### config.mk
export PLATFORM = sky130hd
export DESIGN_NAME = calc_cmd_driver
export DESIGN_NICKNAME = d
export VERILOG_FILES = /design/src/rtl/calc_cmd_driver.sv
export SDC_FILE = /design/constraint.sdc
export NUM_CORES = 1
export LEC_CHECK = 0
export ABC_AREA = 1
export BUFFER_PORTS_ARGS = -buffer_cell sky130_fd_sc_hd__clkbuf_2
export CAP_MARGIN = 40
export CORE_MARGIN = 2
export CORE_UTILIZATION = 30
export DETAILED_ROUTE_END_ITERATION = 8
export PLACE_DENSITY = 0.49
export SLEW_MARGIN = 40
export SYNTH_ARGS = -nofsm -noshare
export SYNTH_HDL_FRONTEND = slang
export SYNTH_SLANG_ARGS = --single-unit
### constraint.sdc
create_clock -name clock -period 1.9 [get_ports clock]
set_clock_uncertainty 0.1 [all_clocks]
set_input_delay 0.285 -clock clock [delete_from_list [all_inputs] [get_ports clock]]
set_output_delay 0.285 -clock clock [all_outputs]
set_load 0.05 [all_outputs]
### src/rtl/calc_cmd_driver.sv
`timescale 1ns/1ps
`default_nettype none
// ============================================================================
// Module   : calc_cmd_driver
// Purpose  : Initiator-side driver for the 8-bit accumulator calculator.
//            Queues {op, operand, clear} commands in a small FIFO, sequences
//            the calculator NumIn/OpIn/Enter/Reset pins with a setup cycle
//            ahead of the Enter strobe, captures NumOut after each operation
//            and returns it on a valid/ready result port.
// Ports    : clock, Reset                      - clock / sync active-high reset
//            cmd_valid/ready/op/operand/clear  - command input port
//            res_valid/ready/value             - result output port
//            NumIn, OpIn, Enter, CalcReset     - calculator control pins
//            NumOut                            - calculator accumulator value
//            err_mismatch                      - sticky shadow-check error
// Options  : CALC_CMD_DRIVER_SHADOW_EN - enables the internal shadow
//            accumulator that cross-checks NumOut; when undefined the
//            err_mismatch output is tied low.
// Revision : 1.0 - initial release
// ============================================================================
module calc_cmd_driver #(
  parameter int WIDTH = 8,
  parameter int DEPTH = 4
) (
  input  logic             clock,
  input  logic             Reset,
  input  logic             cmd_valid,
  output logic             cmd_ready,
  input  logic [1:0]       cmd_op,
  input  logic [WIDTH-1:0] cmd_operand,
  input  logic             cmd_clear,
  output logic             res_valid,
  input  logic             res_ready,
  output logic [WIDTH-1:0] res_value,
  output logic [WIDTH-1:0] NumIn,
  output logic [1:0]       OpIn,
  output logic             Enter,
  output logic             CalcReset,
  input  logic [WIDTH-1:0] NumOut,
  output logic             err_mismatch
);

  localparam int ADDR_W  = (DEPTH > 1) ? $clog2(DEPTH) : 1;
  localparam int ENTRY_W = WIDTH + 3;
  localparam logic [ADDR_W:0] PTR_ONE = {{ADDR_W{1'b0}}, 1'b1};

  // --------------------------------------------------------------------------
  // Command FIFO. Pointers carry one extra wrap bit so full and empty can be
  // told apart when the index bits match.
  // --------------------------------------------------------------------------
  logic [ENTRY_W-1:0] fifo_mem [DEPTH];
  logic [ADDR_W:0]    wr_ptr;
  logic [ADDR_W:0]    rd_ptr;
  logic               fifo_full;
  logic               fifo_empty;
  logic               push;
  logic               pop;
  logic [ENTRY_W-1:0] head;
  logic               head_clear;
  logic [1:0]         head_op;
  logic [WIDTH-1:0]   head_operand;

  assign fifo_empty = (wr_ptr == rd_ptr);
  assign fifo_full  = (wr_ptr[ADDR_W] != rd_ptr[ADDR_W]) &&
                      (wr_ptr[ADDR_W-1:0] == rd_ptr[ADDR_W-1:0]);
  assign cmd_ready  = !fifo_full;
  assign push       = cmd_valid && cmd_ready;

  assign head         = fifo_mem[rd_ptr[ADDR_W-1:0]];
  assign head_clear   = head[ENTRY_W-1];
  assign head_op      = head[WIDTH+1:WIDTH];
  assign head_operand = head[WIDTH-1:0];

  always_ff @(posedge clock) begin
    if (push) begin
      fifo_mem[wr_ptr[ADDR_W-1:0]] <= {cmd_clear, cmd_op, cmd_operand};
    end
  end

  always_ff @(posedge clock) begin
    if (Reset) begin
      wr_ptr <= '0;
      rd_ptr <= '0;
    end else begin
      if (push) begin
        wr_ptr <= wr_ptr + PTR_ONE;
      end
      if (pop) begin
        rd_ptr <= rd_ptr + PTR_ONE;
      end
    end
  end

  // --------------------------------------------------------------------------
  // Sequencer FSM
  // --------------------------------------------------------------------------
  typedef enum logic [2:0] {
    S_IDLE   = 3'd0,
    S_CLEAR  = 3'd1,
    S_SETUP  = 3'd2,
    S_STROBE = 3'd3,
    S_SETTLE = 3'd4,
    S_RESULT = 3'd5
  } state_t;

  state_t state;
  state_t next_state;
  logic   load_cmd;
  logic   clear_strobe;
  logic   enter_req;
  logic   capture;

  always_ff @(posedge clock) begin
    if (Reset) begin
      state <= S_IDLE;
    end else begin
      state <= next_state;
    end
  end

  always_comb begin
    next_state   = state;
    pop          = 1'b0;
    load_cmd     = 1'b0;
    clear_strobe = 1'b0;
    enter_req    = 1'b0;
    capture      = 1'b0;
    case (state)
      S_IDLE: begin
        if (!fifo_empty) begin
          pop = 1'b1;
          if (head_clear) begin
            next_state = S_CLEAR;
          end else begin
            load_cmd   = 1'b1;
            next_state = S_SETUP;
          end
        end
      end
      S_CLEAR: begin
        clear_strobe = 1'b1;
        next_state   = S_IDLE;
      end
      S_SETUP: begin
        next_state = S_STROBE;
      end
      S_STROBE: begin
        enter_req  = 1'b1;
        next_state = S_SETTLE;
      end
      S_SETTLE: begin
        capture    = 1'b1;
        next_state = S_RESULT;
      end
      S_RESULT: begin
        if (res_ready) begin
          next_state = S_IDLE;
        end
      end
      default: begin
        next_state = S_IDLE;
      end
    endcase
  end

  // Enter is masked by Reset so a reset landing in STROBE never overlaps the
  // calculator's own reset pulse.
  assign Enter     = enter_req && !Reset;
  assign CalcReset = Reset || clear_strobe;
  assign res_valid = (state == S_RESULT);

  // Operand/op registers change only on a pop, so they are stable through
  // SETUP, STROBE and SETTLE.
  always_ff @(posedge clock) begin
    if (Reset) begin
      NumIn     <= '0;
      OpIn      <= 2'b00;
      res_value <= '0;
    end else begin
      if (load_cmd) begin
        NumIn <= head_operand;
        OpIn  <= head_op;
      end
      if (capture) begin
        res_value <= NumOut;
      end
    end
  end

  // --------------------------------------------------------------------------
  // Optional shadow accumulator cross-check
  // --------------------------------------------------------------------------
`ifdef CALC_CMD_DRIVER_SHADOW_EN
  logic [WIDTH-1:0] shadow_acc;
  logic             err_flag;

  function automatic logic [WIDTH-1:0] apply_op(
    input logic [WIDTH-1:0] acc,
    input logic [WIDTH-1:0] val,
    input logic [1:0]       op
  );
    logic [WIDTH-1:0] r;
    case (op)
      2'b00:   r = acc + val;
      2'b01:   r = acc - val;
      2'b10:   r = acc | val;
      default: r = {{(WIDTH-1){1'b0}}, (acc == val)};
    endcase
    return r;
  endfunction

  // The shadow updates on the same edge the calculator does (end of STROBE),
  // so in SETTLE both should hold the same value.
  always_ff @(posedge clock) begin
    if (Reset) begin
      shadow_acc <= '0;
      err_flag   <= 1'b0;
    end else begin
      if (clear_strobe) begin
        shadow_acc <= '0;
      end else if (enter_req) begin
        shadow_acc <= apply_op(shadow_acc, NumIn, OpIn);
      end
      if (capture && (NumOut != shadow_acc)) begin
        err_flag <= 1'b1;
      end
    end
  end

  assign err_mismatch = err_flag;
`else
  assign err_mismatch = 1'b0;
`endif

endmodule
`default_nettype wire
==> flow_summary_export.csv, run 1 <==
group,metric,value,unit
global_route,grt_pass1_vias,1807,
critical_path,endpoint_kind,"output pin",
final_layout,antenna_cells,0,
placed_design,globalplace.congestion,0.813,
final_layout,final_common_cell,"nor2_1",
clock_network,hold_buffers,0,
clock_network,clock_latency,0.35,ns
synthesis,ys_ff_latch,73,
final_layout,final_nets,382,
global_route,antenna_found_initial,0,
clock_network,numClockSinks,73,
critical_path,critical_path_peak_fanout,5,
floorplan,io_pins,46,
critical_path,cp.arrival,1.37,ns
critical_path,critical_path.startpoint_type,"flip-flop",
synthesis,syn_inst,303,
sta,fin_crit_sh,92.4,%
floorplan,die_x,103,µm
synthesis,synth_nets,331,
floorplan,die_area,10700,µm²
clock_network,numCtsBuffers,9,
final_layout,post_route_cells_drive_above_1_share,23.4,%
clock_network,htree_levels,3,
sta,timing.hold.ws,0.0711,ns
drt,post_drt_wl_per_cell,11.7,µm
drt,vias,2067,
clock_network,clock_path_buffers,2,
synthesis,yosysTopAreaCell,"edfxtp_1",
final_layout,utilization,36.5,%
sta,fmax,570,MHz
drt,viasPerCell,4.20,
synthesis,yosys-top-cells-area,"edfxtp_1, dfxtp_1, nor2_1",
sta,hold_viol,0,
placed_design,hpwl,4220,µm
placed_design,io_buffers,44,
synthesis,yosysUniqueCellTypes,27,
final_layout,area_growth,19.5,%
critical_path,critPathKind,"flip-flop to output pin",
synthesis,yosysSeqAreaShare,64.2,%
synthesis,yosys_warnings,0,
sta,post-route-min-period,1.76,ns
job,maxCapViolCount,0,
sta,slew_viol_final,0,
drt,totalWireLength,5760,µm
drt,wl_met3,216,µm
synthesis,synth_top_area_share,44.6,%
drt,dr.pass1.iters,6,
sta,setup_violations,0,
drt,met1_length,2970,µm
floorplan,fp.dieH,103,µm
floorplan,core_area,9680,µm²
placed_design,place_inst,476,
global_route,grtUsageTotal,11.5,%
synthesis,netlist_area,2960,µm²
outcome,status,"completed",
critical_path,cp.required,1.51,ns
clock_network,cts_tree,"yes",
global_route,overflow,0,
final_layout,seq_area,1900,µm²
drt,top_layer,"met4",
global_route,grt_first_pass_wirelength,9050,µm
clock_network,cts-root-buf,"clkbuf_8",
floorplan,start_util,30.6,%
global_route,grt_max_degree,23,
final_layout,mostFrequentLayoutCells,"nor2_1, edfxtp_1, nand2_1, clkbuf_2, dfxtp_1",
drt,drcViolationCount,0,
final_layout,multiInputGateArea,886,µm²
final_layout,layout.cells.non_filler,492,
drt,drt_iter0_markers,113,
sta,rsz0062_at_grt,"false",
synthesis,syn_avg_cell_area,9.77,µm²
floorplan,rows,36,
sta,setup_tns,0,ns
drt,wl_met2,2400,µm
power,powerDensity,1260,nW/µm²
final_layout,fillerInstances,999,
worst_hold_path,hold_path.class,"input pin to flip-flop",
drt,drtAntennaViolNets,0,
power,leakage,1.46,nW
power,ir_drop,0.336,mV
clock_network,clk_pin_slew,0.08,ns
==> report_power, final <==
group / switching (mW) / total, mW / internal [mW] / leakage [nW]
Combinational: 0.987 / 1.40 / 0.416 / 0.739
Sequential: 0.115 / 1.98 / 1.87 / 0.642
Clock: 0.587 / 1.06 / 0.475 / 0.0801
Total: 1.69 / 4.45 / 2.76 / 1.46
==> worst max-delay path: stages, from the launching register on <==
cell and delay [ns]:
dfxtp_1 0.42, inv_2 0.08, nand2_1 0.07, nand2_1 0.10, nand3_2 0.12, clkbuf_4 0.23
==> cell usage after synthesis (all sizes together) <==
master,n
nand4,1
nor2,69
buf,5
inv,30
dfxtp,29
nand3,12
o31ai,1
o22ai,10
edfxtp,44
a31oi,1
nand2,44
conb,1
nor4,1
xor2,2
clkbuf,8
o21ai,31
a21oi,5
ha,5
nor3,2
clkinv,2
==> registers in the layout, indices dropped and copies added (netlist names), named ones only <==
| signal | cells |
|---|---|
| rd_ptr | 3 |
| res_value | 8 |
| NumIn | 8 |
| fifo_mem | 44 |
| state | 3 |
| wr_ptr | 3 |
| OpIn | 2 |
==> repair_timing <==
action	4_1_cts	5_1_grt
buffers inserted	0	0
resized for setup	0	3
endpoints found under the setup margin	0	2
==> final timing paths <==
path / start / endpoint / slack, ns / depth (start not counted)
max: wr_ptr[0] / cmd_ready / 0.14 / 5
min: cmd_operand[7] / fifo_mem[3][7] / 0.07 / 1
max reg2reg: wr_ptr[0] / fifo_mem[3][1] / 0.23 / 7
min reg2reg: res_value[7] / res_value[7] / 0.38 / 2
==> per-layer routing <==
| layer | global-route usage, % | up-vias |
|---|---|---|
| met5 | 0 | - |
| met4 | 7.89 | 0 |
| met3 | 2.22 | 13 |
| met2 | 15.3 | 42 |
| met1 | 16.6 | 911 |
| li1 | - | 1101 |
==> cell type report <==
class | instances | share of cell area (%)
clock inverters | 6 | 1.27
inverters | 32 | 3.39
well taps | 133 | 4.70
clock buffers | 10 | 3.61
repair buffers | 53 | 8.20
multi-input cells | 185 | 25.0
flip-flops and latches | 73 | 53.8
==> cells by family after synthesis <==
group / after synthesis / share of synthesized area [%]
AO/OA/AOI/OAI: 48 / 8.66
XOR/XNOR: 2 / 0.592
adder cells (fa/ha/maj): 5 / 2.11
buffers and inverters: 45 / 6.21
flip-flops: 73 / 64.2
other: 1 / 0.127
AND/OR/NAND/NOR: 129 / 18.1
==> through the flow <==
stage | setup slack, ns | total power, mW | instance area, µm²
after global routing | 0.0112 | 4.76 | 3540
after floorplan | -0.108 | 3.12 | 2970
after detailed placement | 0.227 | 3.42 | 3360
final | 0.145 | 4.45 | 3540
after CTS | 0.0655 | 4.49 | 3530
after global placement | 0.254 | 3.42 | 3360
Note: power is estimated with default switching activity, not from simulation.
==> run 2: changes to the inputs <==
--- a/config.mk
+++ b/config.mk
@@ -8,7 +8,7 @@
 export ABC_AREA = 1
 export BUFFER_PORTS_ARGS = -buffer_cell sky130_fd_sc_hd__clkbuf_2
 export CAP_MARGIN = 40
-export CORE_MARGIN = 2
+export CORE_MARGIN = 3
 export CORE_UTILIZATION = 30
 export DETAILED_ROUTE_END_ITERATION = 8
 export PLACE_DENSITY = 0.49
==> run 2 against run 1 <==
Compared with the run above:
- flip-flop and latch count stayed put
- die area rose by 3.9%
- sequential power about the same
- maximum frequency is 0.25% higher
- final area is 2.5% higher
- combinational power grew 3%
- first-iteration DRC count shrank 30%
- utilization up 2.0 points
- highest routed layer unchanged
==> flow_summary_export.csv, run 2 (synthesis results as in run 1) <==
group,metric,value,unit
final_layout,area_growth,22.5,%
critical_path,slowest_stage,"dfxtp_1",
global_route,grt_pass1_vias,2061,
drt,vias,2129,
sta,fmax,571,MHz
critical_path,critical_path.startpoint_type,"flip-flop",
final_layout,final_nets,385,
clock_network,htree_levels,3,
floorplan,fp.dieH,105,µm
floorplan,rows,35,
final_layout,mostFrequentLayoutCells,"nor2_1, edfxtp_1, nand2_1, clkbuf_2, dfxtp_1",
global_route,grt_first_pass_wirelength,10200,µm
floorplan,io_pins,46,
outcome,status,"completed",
clock_network,cts_tree,"yes",
final_layout,layout.cells.non_filler,491,
clock_network,clock_path_buffers,2,
critical_path,cp_cell_sequence,"inv_1, o31ai_2, clkbuf_2",
placed_design,place_area,3380,µm²
critical_path,cp-startpoint,"state[0]",
final_layout,stdcell_area,3630,µm²
critical_path,cp.arrival,1.37,ns
power,leakage,1.51,nW
job,maxCapViolCount,0,
placed_design,io_buffers,44,
sta,post-route-min-period,1.75,ns
power,powerDensity,1350,nW/µm²
drt,viasPerCell,4.34,
floorplan,die_area,11100,µm²
power,p_total,4.89,mW
final_layout,largest_register_ff_count,44,
drt,drcViolationCount,0,
critical_path,r2r_start,"wr_ptr[1]",
placed_design,hpwl,4400,µm
critical_path,endpoint_kind,"output pin",
sta,rsz0062_at_grt,"false",
clock_network,numCtsBuffers,9,
worst_hold_path,hp-start,"cmd_operand[0]",
drt,totalWireLength,6130,µm
sta,slew_viol_final,0,
sta,hold_viol,0,
clock_network,post_cts_buffers,0,
placed_design,place_inst,475,
critical_path,cp.required,1.51,ns
floorplan,core_area,9420,µm²
clock_network,numClockSinks,73,
critical_path,critical_path_peak_fanout,5,
sta,setup_violations,0,
worst_hold_path,hold_path.class,"input pin to flip-flop",
clock_network,clock_latency,0.34,ns
global_route,overflow,0,
global_route,grt_max_degree,22,
floorplan,die_x,105,µm
critical_path,critPathKind,"flip-flop to output pin",
global_route,antenna_found_initial,0,
global_route,grtUsageTotal,11.6,%
sta,fin_crit_sh,92.2,%
critical_path,slowest_delay,0.40,ns
power,ir_drop,0.407,mV
drt,dr.pass1.iters,4,
final_layout,post_route_cells_drive_above_1_share,24.6,%
drt,post_drt_wl_per_cell,12.5,µm
drt,drt_iter0_markers,79,
drt,drtAntennaViolNets,0,
final_layout,antenna_cells,0,
floorplan,start_util,31.5,%
clock_network,clk_pin_slew,0.08,ns
clock_network,cts-root-buf,"clkbuf_8",
placed_design,globalplace.congestion,0.798,
final_layout,final_common_cell,"nor2_1",
[run 2: metal layers]
metal  up-vias  global-route usage (%)  wire length, µm
met3         9                    2.88              244
met5         -                       0                0
met2        39                    17.5             2750
met1       978                    15.9             3030
li1       1103                       -                -
met4         0                    5.06              101
[run 2: per-stage QoR]
stage / setup WS [ns] / TNS, ns / util (%) / hold WS (ns)
finish: 0.149 / 0 / 38.5 / 0.0609
global route: 0.00384 / 0 / 38.5 / 0.0441
CTS: 0.0638 / 0 / 38.5 / 0.0411
detailed placement: 0.153 / 0 / 35.9 / 0.374
global placement: 0.158 / 0 / 35.9 / 0.367
floorplan: -0.108 / -4.74 / - / 0.284
[run 2: layout make-up]
| type | instances | area (µm²) |
|---|---|---|
| Clock buffer | 10 | 128 |
| Tap cell | 129 | 161 |
| Multi-Input combinational cell | 185 | 888 |
| Inverter | 32 | 120 |
| Timing Repair Buffer | 56 | 313 |
| Clock inverter | 6 | 115 |
| Sequential cell | 73 | 1900 |
| Fill cell | 940 | 5790 |
[run 2: worst max-delay path: cells and delay by family (launching register included)]
kind,cells,cell delay [ns]
AOI/OAI and AO/OA,1,0.19
buffers and inverters,2,0.44
DFF,1,0.40
[run 2: path summary, 6_finish.rpt]
check        slack (ns)  depth (start not counted)               to
max                0.15                          3        CalcReset
min                0.06                          1   fifo_mem[3][0]
min reg2reg        0.39                          2     res_value[2]
max reg2reg        0.22                          7  fifo_mem[0][10]
[run 2: power by group]
part | switching (mW) | internal, mW
clock | 0.585 | 0.879
sequential | 0.121 | 1.87
combinational | 1.01 | 0.429
total | 1.72 | 3.17
[run 2: timing repair]
item	4_1_cts	5_1_grt
hold buffers	0	0
endpoints found under the setup margin	0	6
gates resized for setup	0	4
==> run 3: changes to the inputs <==
--- a/config.mk
+++ b/config.mk
@@ -11,7 +11,7 @@
 export CORE_MARGIN = 3
 export CORE_UTILIZATION = 30
 export DETAILED_ROUTE_END_ITERATION = 8
-export PLACE_DENSITY = 0.49
+export PLACE_DENSITY = 0.48
 export SLEW_MARGIN = 40
 export SYNTH_ARGS = -nofsm -noshare
 export SYNTH_HDL_FRONTEND = slang
==> constraint.sdc (replaced) <==
create_clock -name clock -period 1.7 [get_ports clock]
set_clock_uncertainty 0.1 [all_clocks]
set_input_delay 0.255 -clock clock [delete_from_list [all_inputs] [get_ports clock]]
set_output_delay 0.255 -clock clock [all_outputs]
set_load 0.05 [all_outputs]
==> run 3 against run 2 <==
Compared with the run above:
- worst hold slack got worse by 0.020 ns
- critical path type unchanged
- highest routed layer unchanged
- critical path depth rose by 3
- setup slack got worse by 0.058 ns
- largest power group unchanged
- register-to-register slack got worse by 0.04 ns
- final cell count did not move
==> flow_summary_export.csv, run 3 (synthesis results as in run 1) <==
group,metric,value,unit
floorplan,die_x,105,µm
global_route,grt_first_pass_wirelength,10300,µm
drt,drtAntennaViolNets,0,
final_layout,final_common_cell,"nor2_1",
sta,hold_viol,0,
critical_path,r2r_slack,0.18,ns
sta,fmax,622,MHz
power,powerDensity,1450,nW/µm²
floorplan,rows,35,
final_layout,post_route_cells_drive_above_1_share,27.9,%
global_route,overflow,0,
power,swShare,37.3,%
clock_network,numCtsBuffers,9,
placed_design,globalplace.congestion,0.887,
final_layout,largest_register_ff_count,44,
drt,drt_iter0_markers,113,
placed_design,dp_slack,0.121,ns
global_route,antenna_found_initial,0,
placed_design,hpwl,4490,µm
final_layout,fillerInstances,974,
sta,setup_violations,0,
power,ir_drop,0.453,mV
critical_path,endpoint_kind,"output pin",
power,pwr-share-seq,42.6,%
final_layout,area_growth,22.3,%
drt,drcViolationCount,0,
sta,post-route-min-period,1.61,ns
clock_network,clock_path_buffers,2,
drt,totalWireLength,6210,µm
sta,fin_crit_sh,94.6,%
drt,dr.pass1.iters,4,
sta,slew_viol_final,0,
critical_path,cp.arrival,1.25,ns
clock_network,numClockSinks,73,
drt,vias,2133,
floorplan,start_util,31.5,%
drt,viasPerCell,4.34,
clock_network,post_cts_buffers,0,
global_route,grt_pass1_vias,2004,
global_route,grtUsageTotal,11.8,%
outcome,status,"completed",
global_route,grt_max_degree,22,
sta,setup_ws,0.0911,ns
placed_design,io_buffers,44,
final_layout,utilization,38.5,%
power,pwr-share-comb,31.5,%
final_layout,mostFrequentLayoutCells,"nor2_1, edfxtp_1, nand2_1",
critical_path,crit_family,"flip-flops",
placed_design,place_area,3380,µm²
critical_path,cp_cell_sequence,"inv_1, nand2_1, nand2_1, inv_2, nand3_2, buf_6",
clock_network,htree_levels,3,
critical_path,critical_path.startpoint_type,"flip-flop",
floorplan,core_area,9420,µm²
power,leakage,1.49,nW
critical_path,critPathKind,"flip-flop to output pin",
clock_network,cts-root-buf,"clkbuf_8",
final_layout,multiInputGateArea,891,µm²
sta,setup_tns,0,ns
floorplan,die_area,11100,µm²
clock_network,clock_latency,0.34,ns
clock_network,cts_tree,"yes",
final_layout,antenna_cells,0,
critical_path,cp_common_cell,"nand2_1",
clock_network,hold_buffers,0,
floorplan,io_pins,46,
final_layout,final_nets,385,
critical_path,slowest_delay,0.37,ns
final_layout,seq_area,1920,µm²
power,p_switching,1.95,mW
power,clockPowerShare,25.9,%
sta,rsz0062_at_grt,"false",
floorplan,fp.dieH,105,µm
drt,post_drt_wl_per_cell,12.6,µm
critical_path,critical_path_peak_fanout,4,
clock_network,clk_pin_slew,0.08,ns
critical_path,cp.required,1.34,ns
critical_path,path_buf_inv,3,
worst_hold_path,hold_path.class,"input pin to flip-flop",
power,p_int,3.29,mW
critical_path,slowest_stage,"dfxtp_4",
job,maxCapViolCount,0,
final_layout,stdcell_area,3620,µm²
==> run 3: cell types whose count changed in the layout (fill, tap and decap cells not counted), sizes merged <==
cell	change
clkinv	-1
bufinv	-2
clkbuf	-3
buf	+2
inv	+1
clkinvlp	+3
==> run 3: metal layers <==
metal  part of all wire [%]  vias to the layer above  GRT usage, %
met3                    3.3                       15          2.57
met2                     43                       35          15.9
met5                      0                        -             0
met1                     51                      970          17.0
li1                       -                     1113             -
met4                    2.7                        0          7.22
==> run 3: power groups by stage <==
stage,Combinational (mW),Sequential [mW],Clock [mW]
finish,1.65,2.23,1.36
global route,1.88,2.26,1.50
CTS,1.66,2.23,1.41
detailed placement,1.64,2.26,0
global placement,1.64,2.26,0
floorplan,0.971,2.51,0
==> run 3: final timing paths <==
path                        from        endpoint  depth (start not counted)
hold reg to reg     res_value[3]    res_value[3]                          2
hold / removal    cmd_operand[6]  fifo_mem[1][6]                          1
setup / recovery       wr_ptr[2]       cmd_ready                          6
setup reg to reg       wr_ptr[2]  fifo_mem[2][3]                          8
==> run 3: worst register-to-register path: stages (launching register included) <==
cell and delay [ns]:
dfxtp_4 0.36, inv_1 0.05, nand2_1 0.04, nand2_1 0.13, inv_2 0.05, nand3_2 0.09, nand2_2 0.09, nor2_1 0.10
buf_4 0.20
==> run 3: layout make-up <==
cell class	count	area share (%)
clock buffers	9	3.42
clock inverters	7	2.14
inverters	32	3.32
multi-input cells	185	24.6
flip-flops and latches	73	53.0
well taps	129	4.46
repair buffers	56	9.12
==> run 3: per-stage QoR <==
step | power (mW) | hold slack, ns | cells
after floorplan | 3.48 | 0.254 | 303
after global placement | 3.90 | 0.364 | 475
after detailed placement | 3.90 | 0.370 | 475
after CTS | 5.30 | 0.0215 | 491
after global routing | 5.64 | 0.0415 | 491
final | 5.24 | 0.0411 | 491
==> run 3: timing repair <==
action | 4_1_cts | 5_1_grt
setup endpoints to repair | 4 | 11
pin swaps | 0 | 1
gates resized for setup | 12 | 11
